$ cat config.mk
export PLATFORM = sky130hd
export DESIGN_NAME = muldiv_sequencer
export DESIGN_NICKNAME = d
export VERILOG_FILES = /design/src/rtl/muldiv_sequencer.sv
export SDC_FILE = /design/constraint.sdc
export NUM_CORES = 1
export LEC_CHECK = 0
export CAP_MARGIN = 0
export CORE_AREA = 2 2 265 267
export DETAILED_ROUTE_END_ITERATION = 16
export DIE_AREA = 0 0 267 269
export HOLD_SLACK_MARGIN = 0.03
export PLACE_DENSITY = 0.46
export SYNTH_ARGS = -nofsm -noshare
export SYNTH_HDL_FRONTEND = slang
export SYNTH_SLANG_ARGS = --single-unit
$ cat constraint.sdc
create_clock -name clk -period 6.98 [get_ports clk]
set_input_delay 0.698 -clock clk [delete_from_list [all_inputs] [get_ports clk]]
set_output_delay 0.698 -clock clk [all_outputs]
set_load 0.02 [all_outputs]
$ cat src/rtl/muldiv_sequencer.sv
// Multi-cycle sequencer for integer mult/multu/div/divu.
// Radix-2 shift-add multiply and restoring divide, one iteration per cycle.
// The sign is fixed up at the end; divide-by-zero short-circuits to DONE.
//
// state | meaning
// IDLE  | waiting for start; operands latched on accept
// SETUP | take magnitudes, record signs, detect divide-by-zero
// RUN   | WIDTH iterations of shift-add or restoring subtract
// FIX   | apply sign correction and register result/remainder
// DONE  | one-cycle done pulse; may accept a back-to-back start
module muldiv_sequencer #(
  parameter int WIDTH = 32
) (
  input  logic             clk,
  input  logic             rst_n,
  input  logic             start,
  input  logic [1:0]       op,
  input  logic [WIDTH-1:0] opa,
  input  logic [WIDTH-1:0] opb,
  output logic             ready,
  output logic             stall,
  output logic             done,
  output logic [WIDTH-1:0] result,
  output logic [WIDTH-1:0] remainder,
  output logic             div0
);

  localparam int CW = $clog2(WIDTH);

  typedef enum logic [2:0] {S_IDLE, S_SETUP, S_RUN, S_FIX, S_DONE} state_t;

  state_t           state, next_state;
  logic [1:0]       op_q;
  logic [WIDTH-1:0] a_q, b_q;
  logic [WIDTH-1:0] mcand;      // multiplicand or divisor magnitude
  logic [WIDTH-1:0] acc_hi;     // product high half / partial remainder
  logic [WIDTH-1:0] acc_lo;     // multiplier bits / quotient bits
  logic             sign_q, sign_r;
  logic [CW-1:0]    counter;

  logic             is_div, is_signed, div_zero, accept;
  logic [WIDTH-1:0] a_abs, b_abs;
  logic [WIDTH:0]   mult_sum;
  logic [WIDTH:0]   rem_sh;
  logic             rem_ge;
  logic [WIDTH-1:0] rem_sub;
  logic [2*WIDTH-1:0] prod, prod_neg;

  // Operand conditioning and per-iteration arithmetic.
  always_comb begin
    is_div    = op_q[1];
    is_signed = ~op_q[0];
    a_abs     = (is_signed && a_q[WIDTH-1]) ? -a_q : a_q;
    b_abs     = (is_signed && b_q[WIDTH-1]) ? -b_q : b_q;
    div_zero  = is_div && (b_q == '0);
    mult_sum  = {1'b0, acc_hi} + (acc_lo[0] ? {1'b0, mcand} : '0);
    rem_sh    = {acc_hi, acc_lo[WIDTH-1]};
    rem_ge    = rem_sh >= {1'b0, mcand};
    // Only used when rem_ge, so the difference always fits in WIDTH bits.
    rem_sub   = rem_sh[WIDTH-1:0] - mcand;
    prod      = {acc_hi, acc_lo};
    prod_neg  = -prod;
  end

  // State register.
  always_ff @(posedge clk or negedge rst_n) begin
    if (!rst_n) state <= S_IDLE;
    else        state <= next_state;
  end

  // Next-state and handshake outputs.
  always_comb begin
    next_state = state;
    ready      = (state == S_IDLE) || (state == S_DONE);
    accept     = ready && start;
    stall      = (state == S_SETUP) || (state == S_RUN) || (state == S_FIX) || accept;
    done       = (state == S_DONE);
    case (state)
      S_IDLE:  if (start) next_state = S_SETUP;
      S_SETUP: next_state = div_zero ? S_DONE : S_RUN;
      S_RUN:   if (counter == '0) next_state = S_FIX;
      S_FIX:   next_state = S_DONE;
      S_DONE:  next_state = start ? S_SETUP : S_IDLE;
      default: next_state = S_IDLE;
    endcase
  end

  // Datapath: operand capture, iteration, sign fix-up and result registers.
  always_ff @(posedge clk or negedge rst_n) begin
    if (!rst_n) begin
      op_q      <= '0;
      a_q       <= '0;
      b_q       <= '0;
      mcand     <= '0;
      acc_hi    <= '0;
      acc_lo    <= '0;
      sign_q    <= 1'b0;
      sign_r    <= 1'b0;
      counter   <= '0;
      result    <= '0;
      remainder <= '0;
      div0      <= 1'b0;
    end else begin
      if (accept) begin
        op_q <= op;
        a_q  <= opa;
        b_q  <= opb;
      end
      case (state)
        S_SETUP: begin
          sign_q <= is_signed & (a_q[WIDTH-1] ^ b_q[WIDTH-1]);
          sign_r <= is_signed & a_q[WIDTH-1];
          if (div_zero) begin
            result    <= '1;
            remainder <= a_q;
            div0      <= 1'b1;
          end else begin
            counter <= CW'(WIDTH - 1);
            mcand   <= is_div ? b_abs : a_abs;
            acc_lo  <= is_div ? a_abs : b_abs;
            acc_hi  <= '0;
          end
        end
        S_RUN: begin
          if (is_div) begin
            acc_hi <= rem_ge ? rem_sub : rem_sh[WIDTH-1:0];
            acc_lo <= {acc_lo[WIDTH-2:0], rem_ge};
          end else begin
            acc_hi <= mult_sum[WIDTH:1];
            acc_lo <= {mult_sum[0], acc_lo[WIDTH-1:1]};
          end
          if (counter != '0) counter <= counter - CW'(1);
        end
        S_FIX: begin
          div0 <= 1'b0;
          if (is_div) begin
            result    <= sign_q ? -acc_lo : acc_lo;
            remainder <= sign_r ? -acc_hi : acc_hi;
          end else if (sign_q) begin
            {remainder, result} <= prod_neg;
          end else begin
            {remainder, result} <= prod;
          end
        end
        default: ;
      endcase
    end
  end

endmodule

==> results.json <==
{
  "status": "finished clean",
  "die-area_mm2": 0.0718,
  "yosysTopAreaCell": "dfrtp_1",
  "post_cts_buffers": 0,
  "area_growth_pct": 18.1,
  "cp.depth": 13,
  "grt_overflow_total": 0,
  "routabilityCongestion": 0.904,
  "cts_tree": "yes",
  "dpl.hpwl_mm": 48.3,
  "slew_headroom_pct": 24.8,
  "report.final.slew_viol_count": 0,
  "vias": 15800,
  "ys_seq_elements": 237,
  "clock-root-buffer": "clkbuf_16",
  "power.leakage_nw": 8.67,
  "path_max_fanout": 32,
  "htree_levels": 1,
  "synth_edf_count": 0,
  "critical-path-top-delay-family": "compound AO/OA/AOI/OAI gates",
  "yosysTopAreaCellShare_pct": 34.8,
  "p_per_area_mw_per_mm2": 565,
  "endpoint": "acc_hi[31]$_DFFE_PN0P_",
  "grt_pass1_vias": 15200,
  "yosysMostFrequentCell": "nand2_1",
  "r2r.worst_path.cells": 13,
  "first_iter_violations": 1246,
  "worst-path-buf-inv": 1,
  "fillers": 7450,
  "yosys_warnings": 0,
  "chipHeight_um": 269,
  "slowest_stage": "inv_1",
  "cp_common_cell": "a21oi_1",
  "clkLatencyLatePin_ns": 0.58,
  "path_cells": "inv_1, nor2_1, ha_1, nor2b_1, o21ai_0, a21o_1, a31oi_1, a21oi_1, a21oi_1, nand4_1, a211o_1, o311ai_0, a32o_1",
  "grt_setup_unrepaired": "no",
  "r2r_end": "acc_hi[31]$_DFFE_PN0P_",
  "post_dp_cell_area_mm2": 0.0192,
  "maxCapViolCount": 0,
  "drt-total-wl_mm": 63.8,
  "worstSetupPathType": "register to register",
  "period_share_pct": 62.5,
  "antenna_cells": 0,
  "finClkSkew_ns": 0.0123,
  "final_area_mm2": 0.0201,
  "cp-startpoint": "acc_lo[0]$_DFFE_PN0P_",
  "hold_viol": 0,
  "critPathRequiredTime_ns": 7.49,
  "core-area_mm2": 0.0693,
  "final_core_util_pct": 29.1,
  "postSynthAreaPerCell_um2": 7.94,
  "clock_sinks": 237,
  "cts_resized": 0,
  "setup-violations-final": 0,
  "ctsHoldBuffers": 0,
  "initial_core_util_pct": 24.6,
  "finalCriticalPeriod_ns": 4.36,
  "grt.total_usage_pct": 17.4,
  "drt-pass1-iter-count": 5,
  "numCtsBuffers": 28,
  "grt_first_pass_wirelength_mm": 96.0,
  "io_pins": 137,
  "end_kind": "register",
  "timing.setup.tns_ns": 0,
  "via_per_inst": 5.02,
  "grt_max_degree": 111,
  "drive_gt1_share_pct": 4.79,
  "startpoint_type": "register",
  "hp-class": "input pin to async pin",
  "synth_area_leaders": "dfrtp_1, nand2_1, o21ai_0, ha_1, xor2_1",
  "synthCells": 2147,
  "ant_nets": 0,
  "drc_errors": 0,
  "syn_area_mm2": 0.0171,
  "max_freq_ghz": 0.229,
  "ir_worst_vdd_mv": 0.342,
  "ys_seq_area_share_pct": 34.8,
  "fp.dieW_um": 267,
  "ctsLongestPathBuffers": 3,
  "power_mw": 11.4,
  "synth_nets": 2288,
  "synth_cell_type_count": 75,
  "grt_antenna_before_repair": 0,
  "seqCellArea_mm2": 0.00593,
  "ys.flop_type": "dfrtp_1",
  "fin_nets": 2334,
  "cp.arrival_ns": 4.88,
  "multi_input_area_mm2": 0.0104,
  "clkTransAtPathRegs_ns": 0.06,
  "reg2reg_slack_ns": 2.62,
  "worst_pin_slew_ns": 1.13,
  "r2r-start": "acc_lo[0]$_DFFE_PN0P_",
  "rows": 97,
  "routedWlPerCell_um": 20.2,
  "ys_async_sr_fraction_pct": 100,
  "dpl.cell_count": 3103,
  "synth_common_cells": "nand2_1, dfrtp_1, o21ai_0, nor2_1, a21oi_1",
  "portBuffers": 136,
  "final_cells": 3154,
  "critPathMaxStageDelay_ns": 0.84
}
## where the power goes
group          internal, mW  switching (mW)  leakage [nW]
logic                  2.60            4.36          5.31
clock network         0.851           0.626         0.439
registers              2.01           0.925          2.92
total                  5.47            5.91          8.67
## flip-flops by register name, summed over array words and instances (netlist names), 2 cells and up
signal	cells
acc_hi	32
remainder	32
op_q	2
a_q	32
b_q	32
state	3
acc_lo	32
mcand	32
result	32
counter	5
## layer usage
layer | vias up | part of all wire (%) | track usage [%]
li1 | 7660 | - | -
met1 | 7686 | 47 | 24.3
met2 | 409 | 47 | 29.1
met3 | 75 | 4.5 | 1.41
met4 | 0 | 2.2 | 4.11
met5 | - | 0 | 0
## worst reg2reg max path: cells and delay by family, from the launching register on
kind,cells,cell delay (ns)
flops,1,0.46
simple gates,3,0.45
compound gates,8,2.17
buf+inv,1,0.84
fa+ha+maj,1,0.38
## worst min-delay path by stage
stage                                     start                     end  slack (ns)  cells after the start
final                                     rst_n  result[23]$_DFFE_PN0P_        0.19                      1
after global routing                      rst_n  result[24]$_DFFE_PN0P_        0.28                      1
after CTS                                 rst_n  result[24]$_DFFE_PN0P_        0.24                      1
after detailed placement  mcand[20]$_DFFE_PN0P_   mcand[20]$_DFFE_PN0P_        0.47                      1
after global placement    mcand[20]$_DFFE_PN0P_   mcand[20]$_DFFE_PN0P_        0.47                      1
after floorplan                           rst_n      a_q[0]$_DFFE_PN0P_        0.40                      0
## metrics by stage
stage	setup slack (ns)	hold slack (ns)
2_1_floorplan	3.74	0.402
3_3_place_gp	2.66	0.465
3_5_place_dp	2.66	0.474
4_1_cts	2.63	0.240
5_1_grt	2.33	0.283
6_report	2.62	0.192
## cell families (layout without fill, tap and decap cells)
group | after synthesis | count (layout) | share of synthesized area [%]
and+or+nand+nor | 809 | 809 | 21.1
buffers and inverters | 201 | 268 | 4.57
xor gates and xnor gates | 174 | 174 | 8.94
AOI/OAI and AO/OA | 599 | 599 | 21.9
DFF | 237 | 237 | 34.8
muxes | 55 | 55 | 3.30
adders and majority gates | 72 | 72 | 5.37
## area by class of cell
type,instances,share of cell area (%)
Clock inverter,7,0.398
Tap cell,940,5.84
Clock buffer,44,4.13
Multi-Input combinational cell,1709,51.5
Inverter,61,1.14
Sequential cell,237,29.5
Timing Repair Buffer,156,7.53
## cells in the final DEF, fill, tap and decap left out, types with 13 or more instances in the layout
cell type,instances
nand2_1,412
dfrtp_1,236
o21ai_0,190
nor2_1,165
a21oi_1,148
clkdlybuf4s50_1,135
xor2_1,99
xnor2_1,75
ha_1,70
inv_1,61
nor3_1,54
mux2i_1,45
a21o_1,37
a31oi_1,36
nand3_1,29
clkbuf_16,28
a211oi_1,27
o211ai_1,26
o31ai_1,25
nor2b_1,21
o221ai_1,21
buf_4,20
and3_1,16
nand4_1,16
nand2b_1,15
or4_1,14
o21a_1,13
or3_1,13
nor4_1,13
Note: power is estimated with default switching activity, not from simulation.
